## src/rtl/dpbram_port_arbiter_pkg.sv

```systemverilog
// Shared types and constants for the DPBRAM port arbiter.
// State encoding, default RAM geometry, requester indices and the round-robin pointer step.
package dpbram_arb_pkg;

  typedef enum logic [1:0] {
    ST_ARB    = 2'd0,
    ST_SETUP  = 2'd1,
    ST_ACCESS = 2'd2,
    ST_ACK    = 2'd3
  } arb_state_e;

  localparam int DPB_ADDR_W = 9;
  localparam int DPB_DATA_W = 16;

  localparam int REQ_XINTF = 0;
  localparam int REQ_PS    = 1;
  localparam int REQ_WF    = 2;

  // Pointer to the low-priority requester after 'owner'; range is 1..num_req-1.
  function automatic logic [2:0] rr_advance(input logic [2:0] owner, input int num_req);
    if (int'(owner) >= num_req - 1) begin
      return 3'd1;
    end
    return owner + 3'd1;
  endfunction

endpackage

```

## src/rtl/dpbram_port_arbiter_rr_picker.sv

```systemverilog
// Combinational round-robin picker: first requester at or after start_i (wrapping).
// Returns the winner as one-hot and as a binary index.
module rr_picker #(
  parameter int N     = 2,
  parameter int IDX_W = (N > 1) ? $clog2(N) : 1
) (
  input  logic [N-1:0]     req_i,
  input  logic [IDX_W-1:0] start_i,
  output logic [N-1:0]     gnt_o,
  output logic [IDX_W-1:0] idx_o,
  output logic             valid_o
);

  logic [N-1:0]     rot;
  logic [IDX_W-1:0] pos;
  logic [IDX_W:0]   sum;

  always_comb begin
    // Rotate so start_i lands at bit 0, then take the lowest set bit.
    rot     = N'({req_i, req_i} >> start_i);
    valid_o = 1'b0;
    pos     = '0;
    for (int i = N - 1; i >= 0; i--) begin
      if (rot[i]) begin
        valid_o = 1'b1;
        pos     = IDX_W'(i);
      end
    end
    sum = {1'b0, start_i} + {1'b0, pos};
    if (sum >= (IDX_W + 1)'(N)) begin
      sum = sum - (IDX_W + 1)'(N);
    end
    idx_o = sum[IDX_W-1:0];
    gnt_o = valid_o ? (N'(1) << idx_o) : '0;
  end

endmodule

```

## src/rtl/dpbram_port_arbiter.sv

```systemverilog
// Shares one DPBRAM port among NUM_REQ requesters with a fixed 4-state RAM cycle.
// Requester 0 has top priority, the rest rotate; a lock keeps the port for bursts.
module dpbram_port_arbiter
  import dpbram_arb_pkg::*;
#(
  parameter int NUM_REQ = 3,
  parameter int ADDR_W  = DPB_ADDR_W,
  parameter int DATA_W  = DPB_DATA_W
) (
  input  logic                      i_clk,
  input  logic                      i_rst,
  input  logic [NUM_REQ-1:0]        i_req,
  input  logic [NUM_REQ-1:0]        i_lock,
  input  logic [NUM_REQ-1:0]        i_we,
  input  logic [NUM_REQ*ADDR_W-1:0] i_addr,
  input  logic [NUM_REQ*DATA_W-1:0] i_din,
  output logic [NUM_REQ-1:0]        o_gnt,
  output logic [NUM_REQ-1:0]        o_ack,
  output logic [DATA_W-1:0]         o_rdata,
  output logic [ADDR_W-1:0]         o_ram_addr,
  output logic                      o_ram_ce,
  output logic                      o_ram_we,
  output logic [DATA_W-1:0]         o_ram_din,
  input  logic [DATA_W-1:0]         i_ram_dout,
  output logic                      o_busy,
  output logic [2:0]                o_owner
);

  localparam int NUM_LO   = NUM_REQ - 1;
  localparam int LO_IDX_W = (NUM_LO > 1) ? $clog2(NUM_LO) : 1;

  arb_state_e          state_q;
  logic [2:0]          rr_ptr_q;
  logic [2:0]          owner_q;
  logic [NUM_REQ-1:0]  gnt_q;
  logic [NUM_REQ-1:0]  ack_q;
  logic [DATA_W-1:0]   rdata_q;
  logic [ADDR_W-1:0]   ram_addr_q;
  logic [DATA_W-1:0]   ram_din_q;
  logic                ram_ce_q;
  logic                ram_we_q;

  logic [ADDR_W-1:0]   addr_arr [NUM_REQ];
  logic [DATA_W-1:0]   data_arr [NUM_REQ];

  generate
    for (genvar gi = 0; gi < NUM_REQ; gi++) begin : g_unpack
      assign addr_arr[gi] = i_addr[gi*ADDR_W +: ADDR_W];
      assign data_arr[gi] = i_din[gi*DATA_W +: DATA_W];
    end
  endgenerate

  logic [NUM_LO-1:0]   lo_gnt;
  logic [LO_IDX_W-1:0] lo_idx;
  logic [LO_IDX_W-1:0] lo_start;
  logic                lo_valid;

  assign lo_start = LO_IDX_W'(rr_ptr_q - 3'd1);

  rr_picker #(
    .N     (NUM_LO),
    .IDX_W (LO_IDX_W)
  ) u_rr_picker (
    .req_i   (i_req[NUM_REQ-1:1]),
    .start_i (lo_start),
    .gnt_o   (lo_gnt),
    .idx_o   (lo_idx),
    .valid_o (lo_valid)
  );

  logic [NUM_REQ-1:0] owner_oh;
  logic               lock_hit;
  logic               win_valid;
  logic [2:0]         win_idx;
  logic [NUM_REQ-1:0] win_oh;
  logic [ADDR_W-1:0]  sel_addr;
  logic [DATA_W-1:0]  sel_din;
  logic               sel_we;

  always_comb begin
    owner_oh = NUM_REQ'(1) << owner_q;
    // A low-priority lock never blocks requester 0.
    lock_hit = (|(owner_oh & i_lock & i_req)) &&
               !((owner_q != 3'd0) && i_req[REQ_XINTF]);
    win_valid = 1'b1;
    win_idx   = owner_q;
    win_oh    = owner_oh;
    if (lock_hit) begin
      win_idx = owner_q;
      win_oh  = owner_oh;
    end else if (i_req[REQ_XINTF]) begin
      win_idx = 3'd0;
      win_oh  = NUM_REQ'(1);
    end else if (lo_valid) begin
      win_idx = 3'(lo_idx) + 3'd1;
      win_oh  = {lo_gnt, 1'b0};
    end else begin
      win_valid = 1'b0;
      win_idx   = 3'd0;
      win_oh    = '0;
    end

    sel_addr = '0;
    sel_din  = '0;
    sel_we   = 1'b0;
    for (int k = 0; k < NUM_REQ; k++) begin
      if (win_idx == 3'(k)) begin
        sel_addr = addr_arr[k];
        sel_din  = data_arr[k];
        sel_we   = i_we[k];
      end
    end
  end

  always_ff @(posedge i_clk) begin
    if (i_rst) begin
      state_q    <= ST_ARB;
      rr_ptr_q   <= 3'd1;
      owner_q    <= 3'd0;
      gnt_q      <= '0;
      ack_q      <= '0;
      rdata_q    <= '0;
      ram_addr_q <= '0;
      ram_din_q  <= '0;
      ram_ce_q   <= 1'b0;
      ram_we_q   <= 1'b0;
    end else begin
      ack_q <= '0;
      case (state_q)
        ST_ARB: begin
          if (win_valid) begin
            state_q    <= ST_SETUP;
            owner_q    <= win_idx;
            gnt_q      <= win_oh;
            ram_addr_q <= sel_addr;
            ram_din_q  <= sel_din;
            ram_we_q   <= sel_we;
            ram_ce_q   <= 1'b1;
          end else begin
            ram_addr_q <= '0;
            ram_din_q  <= '0;
            ram_we_q   <= 1'b0;
            ram_ce_q   <= 1'b0;
          end
        end
        ST_SETUP: begin
          state_q <= ST_ACCESS;
        end
        ST_ACCESS: begin
          // RAM read data is valid here, one clock after the address was presented.
          state_q  <= ST_ACK;
          ram_ce_q <= 1'b0;
          ram_we_q <= 1'b0;
          ack_q    <= gnt_q;
          if (!ram_we_q) begin
            rdata_q <= i_ram_dout;
          end
        end
        ST_ACK: begin
          state_q <= ST_ARB;
          gnt_q   <= '0;
          if (owner_q != 3'd0) begin
            rr_ptr_q <= rr_advance(owner_q, NUM_REQ);
          end
        end
        default: begin
          state_q <= ST_ARB;
        end
      endcase
    end
  end

  assign o_gnt      = gnt_q;
  assign o_ack      = ack_q;
  assign o_rdata    = rdata_q;
  assign o_ram_addr = ram_addr_q;
  assign o_ram_ce   = ram_ce_q;
  assign o_ram_we   = ram_we_q;
  assign o_ram_din  = ram_din_q;
  assign o_busy     = (state_q != ST_ARB);
  assign o_owner    = owner_q;

endmodule

```

## config.mk

```make
export PLATFORM = sky130hd
export DESIGN_NAME = dpbram_port_arbiter
export DESIGN_NICKNAME = d
export VERILOG_FILES = /design/src/rtl/dpbram_port_arbiter_pkg.sv /design/src/rtl/dpbram_port_arbiter_rr_picker.sv /design/src/rtl/dpbram_port_arbiter.sv
export SDC_FILE = /design/constraint.sdc
export NUM_CORES = 1
export LEC_CHECK = 0
export ABC_AREA = 0
export CORE_ASPECT_RATIO = 0.5
export CORE_MARGIN = 3
export CORE_UTILIZATION = 33
export CTS_CLUSTER_DIAMETER = 30
export CTS_CLUSTER_SIZE = 16
export DETAILED_ROUTE_END_ITERATION = 10
export PLACE_DENSITY = 0.77
export SETUP_SLACK_MARGIN = 0.3
export SLEW_MARGIN = 10
export SYNTH_ARGS = -nofsm -noshare
export SYNTH_HDL_FRONTEND = slang
export SYNTH_SLANG_ARGS = --single-unit
```

## constraint.sdc

```tcl
create_clock -name i_clk -period 1.8 [get_ports i_clk]
set_clock_uncertainty 0.15 [all_clocks]
set_input_delay 0.27 -clock i_clk [delete_from_list [all_inputs] [get_ports i_clk]]
set_output_delay 0.27 -clock i_clk [all_outputs]
set_load 0.01 [all_outputs]
```

[After elaboration in Yosys (flattened, before gate mapping)]
Index checks and enable logic that the tools add are counted.
Storage, ports and cells
  flip-flop bits (word level): 55
  output and inout bits: 53
Cells by class
  add/sub/neg operators: 5
  magnitude comparators: 2
  equal/unequal tests: 6
  shifts and indexed selects: 3
  multiplexer cells: 38
  bitwise operators: 4
  reduce and logical (&&, ||, !) cells: 15
Operators with widths (count)
  two-way mux 16 bit: 4
  two-way mux 9 bit: 4
  two-way mux 1 bit: 18
  two-way mux 3 bit: 5
  one-hot mux 2 bit (4 select lines): 1
  AND reduction 2 bit: 4
  bitwise AND 3 bit: 2
  two-way mux 2 bit: 3
  one-hot mux 3 bit (2 select lines): 1
  nonzero test 2 bit: 3
  equality test 2 bit, second input constant: 2
  one-hot mux 1 bit (2 select lines): 2
  right shift 4 x 1 -> 2 bit: 1
  equality test 3 x 1 -> 1 bit, second input constant: 1
  equality test 3 x 2 -> 1 bit, second input constant: 1
  >= comparator 3 x 2 -> 1 bit, second input constant: 1
  zero test 3 bit: 1
  nonzero test 3 bit: 1
  OR reduction 3 bit: 1
  << shifter 1 x 3 -> 3 bit, first input constant: 1
  adder 1 x 1 -> 2 bit: 1
  adder 1 x 1 -> 2 bit, second input constant: 1
  equality test 2 x 1 -> 1 bit, second input constant: 1
  >= comparator 2 bit, second input constant: 1
  9 further kinds: 12

[Longest topological paths before layout]
  depth after elaboration: 17
  depth in mapped cells: 7
  gate-level depth less buffers: 6

[Hierarchy]
A second synthesis with hierarchy kept.
Unflattened totals
  cell total of the unflattened synthesis: 250
  area, all modules: 2369.8 um^2
By module, submodules not included
  dpbram_port_arbiter: instances 1, cells an instance 244, area an instance 2333.5 um^2, sequential area each 1101.1 um^2
  rr_picker: instances 1, cells an instance 6, area an instance 36.3 um^2, sequential area each 0.0 um^2

[Least setup slack after synthesis]
No wires, ideal clock.
  kind: register -> register
  start point: reg owner_q[2], in the netlist o_owner[2]
  end point: reg ram_addr_q[0], in the netlist o_ram_addr[0]
  arrival time: 1.486 ns
  slack: 0.043 ns
  stages on the path, launching flop included: 8
  path buffers: 2
  cell sequence: dfxtp_1 nor2_1 a311o_1 nand4b_2 buf_6 buf_12 mux2i_1 o21ai_2
On the way
  longest elaborated chain between the ends: 11
  elaborated cells between the ends (all ways): 17
Ends and longest elaborated chain
  start: declaration: line dpbram_port_arbiter.sv:34  | logic [2:0] owner_q;
  start signal: assignment: line dpbram_port_arbiter.sv:133  | owner_q <= win_idx;
  << shifter 1 x 3 -> 3 bit: line dpbram_port_arbiter.sv:81  | owner_oh = NUM_REQ'(1) << owner_q;
  bitwise AND 3 bit (2 in series): line dpbram_port_arbiter.sv:83  | lock_hit = (|(owner_oh & i_lock & i_req)) &&
  OR reduction 3 bit: line dpbram_port_arbiter.sv:83
  logical AND 1 bit: line dpbram_port_arbiter.sv:83
  two-way mux 3 bit: line dpbram_port_arbiter.sv:88  | if (lock_hit) begin
  zero test 3 bit: line dpbram_port_arbiter.sv:107  | if (win_idx == 3'(k)) begin
  two-way mux 9 bit (3 in series): line dpbram_port_arbiter.sv:107
  two-way mux 9 bit *: line dpbram_port_arbiter.sv:131  | if (win_valid) begin
  end signal: assignment: line dpbram_port_arbiter.sv:135  | ram_addr_q <= sel_addr;
  end: declaration: line dpbram_port_arbiter.sv:38  | logic [ADDR_W-1:0] ram_addr_q;
Every way passes the cells marked *; elsewhere a longest branch is shown, timed or not.
A chain may end at the register's enable or synchronous reset.

[Worst setup path in the final report]
  start point: reg owner_q[1], in the netlist o_owner[1]
  end point: reg gnt_q[1], in the netlist o_gnt[1]
On the way
  longest elaborated chain between the ends: 8
  elaborated cells between the ends (all ways): 14
Ends and longest elaborated chain
  << shifter 1 x 3 -> 3 bit: line dpbram_port_arbiter.sv:81
  bitwise AND 3 bit (2 in series): line dpbram_port_arbiter.sv:83
  OR reduction 3 bit: line dpbram_port_arbiter.sv:83
  logical AND 1 bit: line dpbram_port_arbiter.sv:83
  two-way mux 3 bit or two-way mux 1 bit (tied branches): line dpbram_port_arbiter.sv:88
  two-way mux 3 bit or inequality test 2 bit (tied branches)
  one-hot mux 3 bit (2 select lines) or AND reduction 2 bit (tied branches)
  end signal: assignment: line dpbram_port_arbiter.sv:134  | gnt_q <= win_oh;
  end: declaration: line dpbram_port_arbiter.sv:35  | logic [NUM_REQ-1:0] gnt_q;
Several ways; a longest one is shown, not always the timed one. The select of a mux whose other input is x is not followed.

==> run_results.csv <==
group,metric,value,unit
synthesis,synth_edf_count,0,
routing,wl,9.409,mm
clocking,cts_tree,"done",
synthesis,synthesis.instances,265,
pwr,powerDensity,1066,mW/mm^2
status,status,"finished clean",
global_route,grt.total_usage,0.2074,
synthesis,synth_ff_type,"dfxtp_1",
worst_hold_path,min_path_type,"flop to flop",
global_route,grt_overflow,0,
finish,final_cell_mix,"94 x clkdlybuf4s50_1, 57 x dlygate4sd2_1, 50 x dfxtp_1, 32 x nand2_1, 25 x buf_4",
worst_setup_path,critical_path_class,"flop to flop",
routing,post_drt_wl_per_cell,17.39,um
worst_setup_path,critPathMaxFanout,7,
worst_setup_path,regToRegSetupSlack,50,ps
global_route,grt_pass1_vias,2821,
sta,final_max_slew_viol_count,0,
synthesis,synth_fp_nets,370,
clocking,cts-hold-fix-buffers,0,
synthesis,yosys.area.top_type_share,0.4513,
sta,max_clock_freq,572.7,MHz
floorplan,coreArea,0.006910,sq mm
synthesis,synth_cell_types,40,
clocking,numCtsBuffers,5,
synthesis,yosysSeqAreaShare,0.4513,
worst_setup_path,end_kind,"flop",
routing,drt_pass1_iterations,4,
finish,areaGrowthSynthToFinish,93.90,%
global_route,grt_pass1_wl,14.03,mm
clocking,cts-root-buf,"clkbuf_16",
synthesis,synth_area,0.002440,sq mm
floorplan,start_util,0.3531,
clocking,clk_pin_slew,70,ps
placed_design,place_congestion,0.7961,
sta,rsz0062_at_grt,"yes",
synthesis,synthTopCellsByArea,"dfxtp_1 45%, mux2i_1 11%, a32oi_1 9.3%, nand2_1 6.3%, a21oi_1 3.9%",
pwr,vdd_drop_max,542.6,uV
sta,slew_headroom,0.5994,
routing,dr.first_iter.drc_count,148,
routing,drc_errors,0,
synthesis,async_flop_share,0,
finish,stdcell_area,0.004731,sq mm
worst_setup_path,cp.arrival,1830,ps
global_route,grt_max_degree,26,
routing,avgViaCountPerCell,5.135,
clocking,h-tree-depth,2,
clocking,cts_sinks,55,
floorplan,num_rows,21,
placed_design,placed_area,0.004232,sq mm
worst_setup_path,cp.required,1880,ps
finish,instances_no_fill,541,
finish,multi_input_area,0.001404,sq mm
finish,fillers,534,
sta,hold_viol,0,
placed_design,post-place-cells,516,
placed_design,dp_hpwl,6.523,mm
floorplan,die_h,66.80,um
synthesis,avgSynthCellArea,9.207,sq um
synthesis,synth_warnings,0,
finish,n_antenna_cell,0,
sta,timing.hold.ws,301.7,ps
finish,seqCellArea,0.001115,sq mm
worst_setup_path,cpPeakStageDelay,380,ps
placed_design,portBuffers,153,
routing,ant_nets,0,
worst_setup_path,worstSetupStartpointType,"flop",
flow_run,cap_violations,0,
floorplan,fp.dieW,127.6,um
sta,min_period,1746,ps
clocking,clockBufferDepth,2,
sta,post-route-period-util,0.9701,
finish,layout_commonest_cell,"clkdlybuf4s50_1",
synthesis,yosysTopAreaCell,"dfxtp_1",
worst_setup_path,crit_chain,"and4b_1, nand2b_2, nand4b_4, clkbuf_16, or3_1, a21oi_2",
global_route,grt_antenna_before_repair,0,
sta,setup_viol,0,
clocking,clock_latency,290,ps
finish,nets,553,
sta,tns,0,ps
synthesis,ys_ff_latch,55,
routing,via_count,2778,
floorplan,die_area,0.008524,sq mm
floorplan,pin_count,155,
sta,worstMarginPinSlew,599.4,ps
finish,drive_gt1_frac,0.2183,
worst_setup_path,cp_slowest_cell,"dfxtp_4",
pwr,leakage,2.108,nW
power by group:
part           leakage (nW)  internal, mW  switching [mW]
Sequential            0.453          1.49           0.169
Clock                0.0759         0.531           0.473
Combinational          1.58          1.25            1.13
Total                  2.11          3.27            1.77
worst max-delay path, delay by kind of cell, from the launching register on:
family / cells / cell delay, ps
and+or+nand+nor: 4 / 820
DFF: 1 / 380
buffers and inverters: 1 / 210
AOI/OAI and AO/OA: 1 / 110
registers in the layout (all words and copies together) (netlist names):
signal and cells:
o_ram_addr 9, o_rdata 16, o_ram_din 16, state_q 2
o_ram_we 1, rr_ptr_q 1, o_ram_ce 1, o_owner 3
o_ack 3, o_gnt 3
through the flow:
stage / total power, mW / utilization / setup slack (ps)
global route: 5.298 / 0.6846 / 3.986
floorplan: 2.524 / - / 168.7
detailed placement: 3.630 / 0.6123 / -474.6
CTS: 4.729 / 0.6571 / 73.87
global placement: 3.559 / 0.6123 / -382.9
finish: 5.041 / 0.6846 / 53.88
repair_timing:
action                     in CTS  in global routing
resized for setup              89                 38
pin swaps                       7                 15
setup endpoints to repair     104                 53
cloned                          4                  1
setup buffers                   7                  5
metal layers:
metal | global-route usage | vias to the layer above | wire, um
li1 | - | 1339 | -
met4 | 0.07011 | 0 | 197
met2 | 0.3959 | 98 | 5089
met3 | 0.03763 | 16 | 499
met1 | 0.2362 | 1325 | 3623
met5 | 0 | - | 0
area by class of cell:
cell class | count | share of cell area
clock buffers | 5 | 0.02645
repair buffers | 194 | 0.4062
clock inverters | 3 | 0.006083
flip-flops and latches | 55 | 0.2357
inverters | 5 | 0.004496
multi-input cells | 187 | 0.2967
well taps | 92 | 0.02433
worst paths after layout:
path,startpoint,end,depth (start not counted)
hold reg to reg,o_rdata[8]$_SDFFE_PP0P_,o_rdata[8]$_SDFFE_PP0P_,2
setup reg to reg,o_owner[1]$_SDFFE_PP0P_,o_gnt[1]$_SDFFE_PP0P_,6
hold / removal,o_rdata[8]$_SDFFE_PP0P_,o_rdata[8]$_SDFFE_PP0P_,2
setup / recovery,o_owner[1]$_SDFFE_PP0P_,o_gnt[1]$_SDFFE_PP0P_,6
logic make-up after synthesis:
kind of cell | after synthesis | synth area share
AOI/OAI and AO/OA | 79 | 0.2133
adders and majority gates | 3 | 0.01539
DFF | 55 | 0.4513
buffers and inverters | 24 | 0.05795
muxes | 26 | 0.1067
and+or+nand+nor | 78 | 0.1554
Yosys cell counts, types with 5 or more instances:
master and instances:
inv_1 5, dfxtp_1 55, nor2_1 12, a21oi_1 19, o21ai_1 18, a32oi_1 26, mux2i_1 26, clkbuf_1 10
o21ai_0 8, nand2_1 41
No activity file was read; power rests on OpenSTA's default activity.
